===== config.mk =====
export PLATFORM = sky130hd
export DESIGN_NAME = alt_pcie_ast64_tlp_enc
export DESIGN_NICKNAME = d
export VERILOG_FILES = /design/src/rtl/alt_pcie_ast64_tlp_enc.sv
export SDC_FILE = /design/constraint.sdc
export NUM_CORES = 1
export LEC_CHECK = 0
export CAP_MARGIN = 20
export CORE_MARGIN = 5
export CORE_UTILIZATION = 55
export CTS_BUF_LIST = sky130_fd_sc_hd__clkbuf_4
export DETAILED_ROUTE_END_ITERATION = 7
export DONT_BUFFER_PORTS = 1
export PLACE_DENSITY = 0.7
export SLEW_MARGIN = 20
export SYNTH_ARGS = -nofsm -noshare
export SYNTH_HDL_FRONTEND = slang
export SYNTH_SLANG_ARGS = --single-unit

===== constraint.sdc =====
create_clock -name i_Clk -period 11.9 [get_ports i_Clk]
set_clock_uncertainty 0.05 [all_clocks]
set_input_delay 2.38 -clock i_Clk [delete_from_list [all_inputs] [get_ports i_Clk]]
set_output_delay 2.38 -clock i_Clk [all_outputs]
set_load 0.01 [all_outputs]

===== src/rtl/alt_pcie_ast64_tlp_enc.sv =====
// alt_pcie_ast64_tlp_enc: serialises one MRd/MWr/Cpl/CplD TLP onto the 64-bit Avalon-ST PCIe TX port.
// Define ALT_PCIE_TLP_ENC_ADDR64_AUTO_EN to send 4DW memory requests below 4 GB as 3DW.
module alt_pcie_ast64_tlp_enc #(
  parameter int P_MAX_PAYLOAD_DW = 256
) (
  input  logic        i_Clk,
  input  logic        i_ARst,
  input  logic        i_ReqValid,
  output logic        o_ReqReady,
  output logic        o_ReqErr,
  input  logic [1:0]  i2_Fmt,
  input  logic [4:0]  i5_Type,
  input  logic [2:0]  i3_TrfcCls,
  input  logic [1:0]  i2_Attr,
  input  logic        i_EP,
  input  logic [9:0]  i10_Length,
  input  logic [63:0] i64_Addr,
  input  logic [15:0] i16_ReqID,
  input  logic [7:0]  i8_Tag,
  input  logic [3:0]  i4_LastDWBE,
  input  logic [3:0]  i4_FrstDWBE,
  input  logic [15:0] i16_CplID,
  input  logic [2:0]  i3_CplStatus,
  input  logic [11:0] i12_CmplByteCnt,
  input  logic [6:0]  i7_LowerAddr,
  input  logic [63:0] iv64_Data,
  output logic        o_DataRd,
  output logic        o_AstTxSop,
  output logic        o_AstTxEop,
  output logic        o_AstTxEmpty,
  output logic        o_AstTxDv,
  output logic [63:0] ov64_AstTxData,
  input  logic        i_AstTxReady
);
  typedef enum logic [1:0] {IDLE, HDR0, HDR1, DATA} state_t;
  state_t state_q, hdr1_d;
  logic rdy_q, err_q, four_q, data_q, cpl_q, ep_q;
  logic [1:0] fmt_q, attr_q;
  logic [4:0] type_q;
  logic [2:0] tc_q, sts_q;
  logic [9:0] len_q;
  logic [63:2] addr_q;
  logic [15:0] reqid_q, cplid_q;
  logic [7:0] tag_q, be_q;
  logic [11:0] bcnt_q;
  logic [6:0] laddr_q;
  logic [10:0] rem_q, len_d;
  logic [31:0] hold_q, dw0, dw1, dw2;
  logic [1:0] fmt_d;
  logic is_cpl, shrink, four_d, big, accept, xfer, one, last, s_h0, s_h1, s_dt, unused_addr;
  assign is_cpl = i5_Type == 5'b01010;
`ifdef ALT_PCIE_TLP_ENC_ADDR64_AUTO_EN
  assign shrink = (i5_Type[4:1] == 4'b0) & i2_Fmt[0] & (i64_Addr[63:32] == 32'h0);
`else
  assign shrink = 1'b0;
`endif
  assign unused_addr = &{1'b0, i64_Addr[1:0]};
  assign fmt_d = {i2_Fmt[1], i2_Fmt[0] & ~shrink};
  assign four_d = fmt_d[0] & ~is_cpl;
  assign len_d = {i10_Length == 10'd0, i10_Length};
  assign big = i2_Fmt[1] & (len_d > 11'(P_MAX_PAYLOAD_DW));
  assign accept = i_ReqValid & rdy_q;
  assign xfer = o_AstTxDv & i_AstTxReady;
  assign one = rem_q == 11'd1;
  assign last = rem_q <= 11'd2;
  assign s_h0 = state_q == HDR0;
  assign s_h1 = state_q == HDR1;
  assign s_dt = state_q == DATA;
  // 3DW layouts carry one payload DW in the second header beat, so they leave HDR1 one DW ahead
  assign hdr1_d = data_q & (four_q | ~one) ? DATA : IDLE;
  assign dw0 = {1'b0, fmt_q, type_q, 1'b0, tc_q, 4'b0, 1'b0, ep_q, attr_q, 2'b0, len_q};
  assign dw1 = cpl_q ? {cplid_q, sts_q, 1'b0, bcnt_q} : {reqid_q, tag_q, be_q};
  assign dw2 = cpl_q ? {reqid_q, tag_q, 1'b0, laddr_q} : {addr_q[31:2], 2'b0};
  assign o_ReqReady = rdy_q;
  assign o_ReqErr = err_q;
  assign o_AstTxDv = state_q != IDLE;
  assign o_AstTxSop = s_h0;
  assign o_AstTxEop = (s_h1 & (~data_q | (~four_q & one))) | (s_dt & last);
  assign o_AstTxEmpty = (s_h1 & ~data_q & ~four_q) | (s_dt & one);
  assign o_DataRd = i_AstTxReady & ((s_h1 & data_q & ~four_q) | (s_dt & (four_q | ~one)));
  assign ov64_AstTxData = s_h0 ? {dw1, dw0} :
                          s_h1 ? (four_q ? {addr_q[31:2], 2'b0, addr_q[63:32]} : {data_q ? iv64_Data[31:0] : 32'h0, dw2}) :
                          s_dt ? (four_q ? iv64_Data : {one ? 32'h0 : iv64_Data[31:0], hold_q}) : 64'h0;
  always_ff @(posedge i_Clk or posedge i_ARst)
    if (i_ARst) begin
      state_q <= IDLE;
      rdy_q   <= 1'b0;
      err_q   <= 1'b0;
      four_q  <= 1'b0;
      data_q  <= 1'b0;
      cpl_q   <= 1'b0;
      ep_q    <= 1'b0;
      fmt_q   <= '0;
      attr_q  <= '0;
      type_q  <= '0;
      tc_q    <= '0;
      sts_q   <= '0;
      len_q   <= '0;
      addr_q  <= '0;
      reqid_q <= '0;
      cplid_q <= '0;
      tag_q   <= '0;
      be_q    <= '0;
      bcnt_q  <= '0;
      laddr_q <= '0;
      rem_q   <= '0;
      hold_q  <= '0;
    end else begin
      err_q <= 1'b0;
      case (state_q)
        IDLE: begin
          rdy_q <= ~(accept & ~big);
          if (accept) begin
            four_q  <= four_d;
            data_q  <= i2_Fmt[1];
            cpl_q   <= is_cpl;
            ep_q    <= i_EP;
            fmt_q   <= fmt_d;
            attr_q  <= i2_Attr;
            type_q  <= i5_Type;
            tc_q    <= i3_TrfcCls;
            sts_q   <= i3_CplStatus;
            len_q   <= i10_Length;
            addr_q  <= i64_Addr[63:2];
            reqid_q <= i16_ReqID;
            cplid_q <= i16_CplID;
            tag_q   <= i8_Tag;
            be_q    <= {i4_LastDWBE, i4_FrstDWBE};
            bcnt_q  <= i12_CmplByteCnt;
            laddr_q <= i7_LowerAddr;
            rem_q   <= i2_Fmt[1] ? len_d : 11'd0;
            err_q   <= big;
            state_q <= big ? IDLE : HDR0;
          end
        end
        HDR0: state_q <= xfer ? HDR1 : HDR0;
        HDR1: if (xfer) begin
          hold_q  <= iv64_Data[63:32];
          rem_q   <= four_q ? rem_q : rem_q - 11'd1;
          state_q <= hdr1_d;
          rdy_q   <= hdr1_d == IDLE;
        end
        default: if (xfer) begin
          hold_q  <= iv64_Data[63:32];
          rem_q   <= rem_q - 11'd2;
          state_q <= last ? IDLE : DATA;
          rdy_q   <= last;
        end
      endcase
    end
endmodule

# ---- After elaboration in Yosys (flattened, before gate mapping)
# Index checks and enable logic that the tools add are counted.
dict set report op_classes {
  add_sub_neg 2
  mul 0
  n_div 0
  magnitude_cmp 2
  eq_ne 8
  n_shift 0
  muxes 28
  n_bitwise 29
  reduce_logical 12
}
# cell n
set ops {}
lappend ops {{$mux W64} 5}
lappend ops {{$mux W32} 4}
lappend ops {{$mux W11} 5}
lappend ops {{$pmux W11 S3} 1}
lappend ops {{$and A1 B1 Y1} 16}
lappend ops {{$mux W2} 6}
lappend ops {{$eq A11 B1 Y1 const B} 1}
lappend ops {{$gt A11 B9 Y1 const B} 1}
lappend ops {{$le A11 B2 Y1 const B} 1}
lappend ops {{$sub A11 B1 Y11 const B} 1}
lappend ops {{$sub A11 B2 Y11 const B} 1}
lappend ops {{$logic_not A10 Y1} 1}
lappend ops {{$not A1 Y1} 8}
lappend ops {{$ne A2 B2 Y1 const B} 3}
lappend ops {{$pmux W2 S3} 1}
lappend ops {{$reduce_and A3 Y1} 2}
lappend ops {{$eq A5 B4 Y1 const B} 1}
lappend ops {{$mux W1} 5}
lappend ops {{$or A1 B1 Y1} 5}
lappend ops {{$reduce_and A5 Y1} 1}
lappend ops {{$eq A2 B2 Y1 const B} 2}
lappend ops {{$logic_not A2 Y1} 2}
lappend ops {{$reduce_and A2 Y1} 2}
lappend ops {{$reduce_bool A2 Y1} 2}
lappend ops {{other kinds (4)} 4}
dict set report word_totals {
  register_bits 205
  latchBits 0
  ramBits 0
  mem_bits_ro 0
  inputBits 225
  n_memories 0
}

# ---- Logic depth before layout (Yosys ltp)
dict set report depth {
  depth_word 8
  mapped_depth 7
  mapped_depth_nobuf 6
}

# ---- Least setup slack after synthesis
# No wires, ideal clock.
dict set report synth_timing {
  path_type {input to output}
  from {input iv64_Data[0]}
  to {output ov64_AstTxData[0]}
  arrival_ns 3.030
  required_time_ns 9.470
  path_slack_ns 6.440
  path_stages 3
  path_buffers 0
  cell_sequence {mux2_1 -> a221oi_1 -> o21ai_1}
}
dict set report synth_via {
  elab_chain_cells 4
}
# item line
set synth_rtl {}
lappend synth_rtl {{from (decl)} 26} ;# input logic [63:0] iv64_Data,
lappend synth_rtl {{$mux W64 (2 in series)} 83} ;# s_dt ? (four_q ? iv64_Data : {one ? 32'h0 : iv64_Data[31:0], hold_q}) : 64'h0;
lappend synth_rtl {{$mux W64} 82} ;# s_h1 ? (four_q ? {addr_q[31:2], 2'b0, addr_q[63:32]} : {data_q ? iv64_Data[31:0] : 32'h0, dw2}) :
lappend synth_rtl {{$mux W64} 81} ;# assign ov64_AstTxData = s_h0 ? {dw1, dw0} :
lappend synth_rtl {{to (decl)} 32} ;# output logic [63:0] ov64_AstTxData,
# No other way between the ends.

# ---- Final worst setup path
dict set report layout_timing {
  from {register state_q[1]}
  to {output ov64_AstTxData[63]}
}
dict set report layout_via {
  elab_chain_cells 4
  elab_cells_between_ends 6
  cone_classes {eq/ne (3); mux (3)}
}
# item line
set layout_rtl {}
lappend layout_rtl {{from (decl)} 36} ;# state_t state_q, hdr1_d;
lappend layout_rtl {{from (signal assigned)} 133} ;# state_q <= big ? IDLE : HDR0;
lappend layout_rtl {{from (signal assigned)} 136} ;# HDR0: state_q <= xfer ? HDR1 : HDR0;
lappend layout_rtl {{from (signal assigned)} 140} ;# state_q <= hdr1_d;
lappend layout_rtl {{$eq A2 B2 Y1} 68} ;# assign s_dt = state_q == DATA;
lappend layout_rtl {{$mux W64} 83}
lappend layout_rtl {{$mux W64} 82}
lappend layout_rtl {{$mux W64 *} 81}
# Mark *: on every way between the ends. The rest lies on a longest branch, timed or not.

==> impl_metrics.env <==
export IMPL_status="completed"
export IMPL_die_w_um=151
export IMPL_synth_top_cell_area_share=0.464
export IMPL_finalHoldViolations=0
export IMPL_cp_end_kind="output pin"
export IMPL_avgViaCountPerCell=6.09
export IMPL_clockBufferDepth=3
export IMPL_drv_cap=0
export IMPL_die_y_um=151
export IMPL_cts_inserted_buffers=55
export IMPL_worstPathMaxFanout=46
export IMPL_synth_seq_cells=204
export IMPL_clk_pin_slew_ns=0.07
export IMPL_layout_setup_ws_ns=5.22
export IMPL_final_cell_mix="517 x nand2_1, 200 x dfrtp_1, 82 x clkbuf_4"
export IMPL_synthCells=1227
export IMPL_cts_setup_buffers=0
export IMPL_port_buffers=0
export IMPL_yosysSeqAreaShare=0.464
export IMPL_core_area_sq_mm=0.0196
export IMPL_antenna_found_initial=4
export IMPL_worst_ep_arrival_time_ns=4.25
export IMPL_gp_congestion=0.896
export IMPL_rsz0062_at_grt="no"
export IMPL_h_tree_depth=2
export IMPL_final_common_cell="nand2_1"
export IMPL_timing_setup_tns_ns=0
export IMPL_peakVddDrop_uv=135
export IMPL_hpwl_um=21900
export IMPL_clk_latency_ns=0.65
export IMPL_grt_pass1_wl_um=51300
export IMPL_drt_iter0_markers=671
export IMPL_tritoncts="done"
export IMPL_p_comb_frac=0.432
export IMPL_syn_cell_area_sq_mm=0.0110
export IMPL_ys_warn_count=0
export IMPL_ctsHoldBuffers=0
export IMPL_power_frac_seq=0.385
export IMPL_clkPwrFrac=0.184
export IMPL_first_pass_iters=8
export IMPL_track_usage=0.288
export IMPL_period_share=0.561
export IMPL_nets=1431
export IMPL_switching_share=0.433
export IMPL_crit_path_frequent_cell="buf_4"
export IMPL_p_per_area_mw_per_mm2=287
export IMPL_required_ns=9.47
export IMPL_fmax_ghz=0.150
export IMPL_drc=0
export IMPL_startpoint_type="flip-flop"
export IMPL_grt_overflow=0
export IMPL_dominantRegCellSynth="dfrtp_1"
export IMPL_cts_root_buf="clkbuf_4"
export IMPL_p_leak_uw=0.00559
export IMPL_dieArea_sq_mm=0.0229
export IMPL_syn_nets=1457
export IMPL_maxSlewViolCount=0
export IMPL_wl_um=33500
export IMPL_ant_nets=0
export IMPL_syn_area_per_cell_sq_um=8.97
export IMPL_critPathKind="reg -> out"
export IMPL_crit_chain="buf_4 > o21ai_1 > a311oi_4 > buf_4 > a222oi_1 > a21oi_1"
export IMPL_slowest_stage="dfrtp_2"
export IMPL_synth_edf_count=0
export IMPL_rows=51
export IMPL_vias=9177
export IMPL_wire_per_inst_um=22.2
export IMPL_synth_largest_area_cell="dfrtp_1"
export IMPL_ys_top_cells_by_area="dfrtp_1 46%, nand2_1 18%, mux2_1 5.2%"
export IMPL_tightest_slew_ns=1.12
export IMPL_drive_above_1_share=0.115
export IMPL_finalSetupViolCount=0
export IMPL_hp_class="reg -> reg"
export IMPL_power_switching_uw=1460
export IMPL_ios=296
export IMPL_place_ws_ns=5.82
export IMPL_yosysUniqueCellTypes=63
export IMPL_slew_headroom=0.252
export IMPL_synth_async_reset_ratio=1.00
export IMPL_first_global_vias=9261
export IMPL_numClockSinks=204
export IMPL_grt_max_degree=135
export IMPL_cts_resized_gates=0
export IMPL_design_power_total_uw=3380
export IMPL_internal_power_uw=1920
export IMPL_syn_to_final_growth_pct=7.07
export IMPL_fin_crit_ns=6.68
export IMPL_start_util=0.562
export IMPL_cp_slowest_stage_delay_ns=0.96
cells in the mapped netlist (6+ instances only):
cell,number
nand2_1,517
dfrtp_1,204
clkbuf_1,56
mux2_1,51
mux2i_1,51
a21oi_1,35
a22o_1,28
nor2_1,25
buf_2,22
a222oi_1,20
mux4_2,20
a211oi_1,19
o21ai_0,16
nand3_1,15
o21ai_1,13
buf_1,12
a221o_1,10
a31oi_1,9
and3_1,9
inv_1,6
layer usage:
metal	wire length, um	GRT usage	up-vias
met5	34	0	-
met4	1320	0.119	6
met3	3550	0.0892	94
met2	15500	0.451	477
met1	13000	0.374	4395
li1	-	-	4205
worst max-delay path: cells and delay by family (launching register included):
| family | cells | cell delay [ns] |
|---|---|---|
| AOI/OAI and AO/OA | 4 | 1.61 |
| buffers and inverters | 2 | 0.98 |
| DFF | 1 | 0.96 |
cell type report:
| cell class | count | area [sq um] |
|---|---|---|
| diodes | 3 | 7.51 |
| clock buffers | 82 | 616 |
| clock inverters | 13 | 75.1 |
| fillers | 1747 | 7810 |
| inverters | 9 | 41.3 |
| multi-input cells | 920 | 5510 |
| flip-flops and latches | 204 | 5110 |
| well taps | 265 | 332 |
| repair buffers | 11 | 90.1 |
final timing paths:
kind,end,slack (ns),depth (start not counted),from
max,ov64_AstTxData[63],5.22,6,state_q[1]
min,addr_q[60],0.42,2,addr_q[60]
max reg2reg,rem_q[10],8.20,6,state_q[1]
min reg2reg,addr_q[60],0.42,2,addr_q[60]
max in group asynchronous,cpl_q,8.39,2,i_ARst
min in group asynchronous,hold_q[2],1.73,1,i_ARst
kinds of logic (layout without fill, tap and decap cells):
| logic type | count (synthesis) | after routing | share of synthesized area |
|---|---|---|---|
| adders and majority gates | 5 | 5 | 0.00569 |
| DFF | 204 | 204 | 0.464 |
| muxes | 127 | 127 | 0.145 |
| buffers and inverters | 103 | 115 | 0.0397 |
| and+or+nand+nor | 611 | 611 | 0.228 |
| AOI/OAI and AO/OA | 177 | 177 | 0.118 |
| other | 0 | 3 | 0 |
registers in the layout, indices dropped and copies added, names as in the netlist, 5 cells and up:
name	count
addr_q	62
hold_q	32
cplid_q	16
reqid_q	16
bcnt_q	12
rem_q	11
len_q	10
be_q	8
tag_q	8
laddr_q	7
type_q	5
power by group through the flow:
stage | Clock (uW) | Combinational [uW] | Sequential, uW
global route | 673 | 1610 | 1340
global placement | 0 | 1430 | 1290
detailed placement | 0 | 1460 | 1300
finish | 622 | 1460 | 1300
floorplan | 0 | 1210 | 1160
CTS | 636 | 1460 | 1290
per-stage QoR:
stage,hold WS [ns],area (sq um),cells,utilization
detailed placement,0.407,11100,1409,0.565
global route,0.440,11800,1505,0.601
CTS,0.423,11800,1504,0.600
floorplan,0.390,11000,1227,-
global placement,0.403,11100,1409,0.565
finish,0.421,11800,1507,0.601
(Power assumes the default switching activity.)
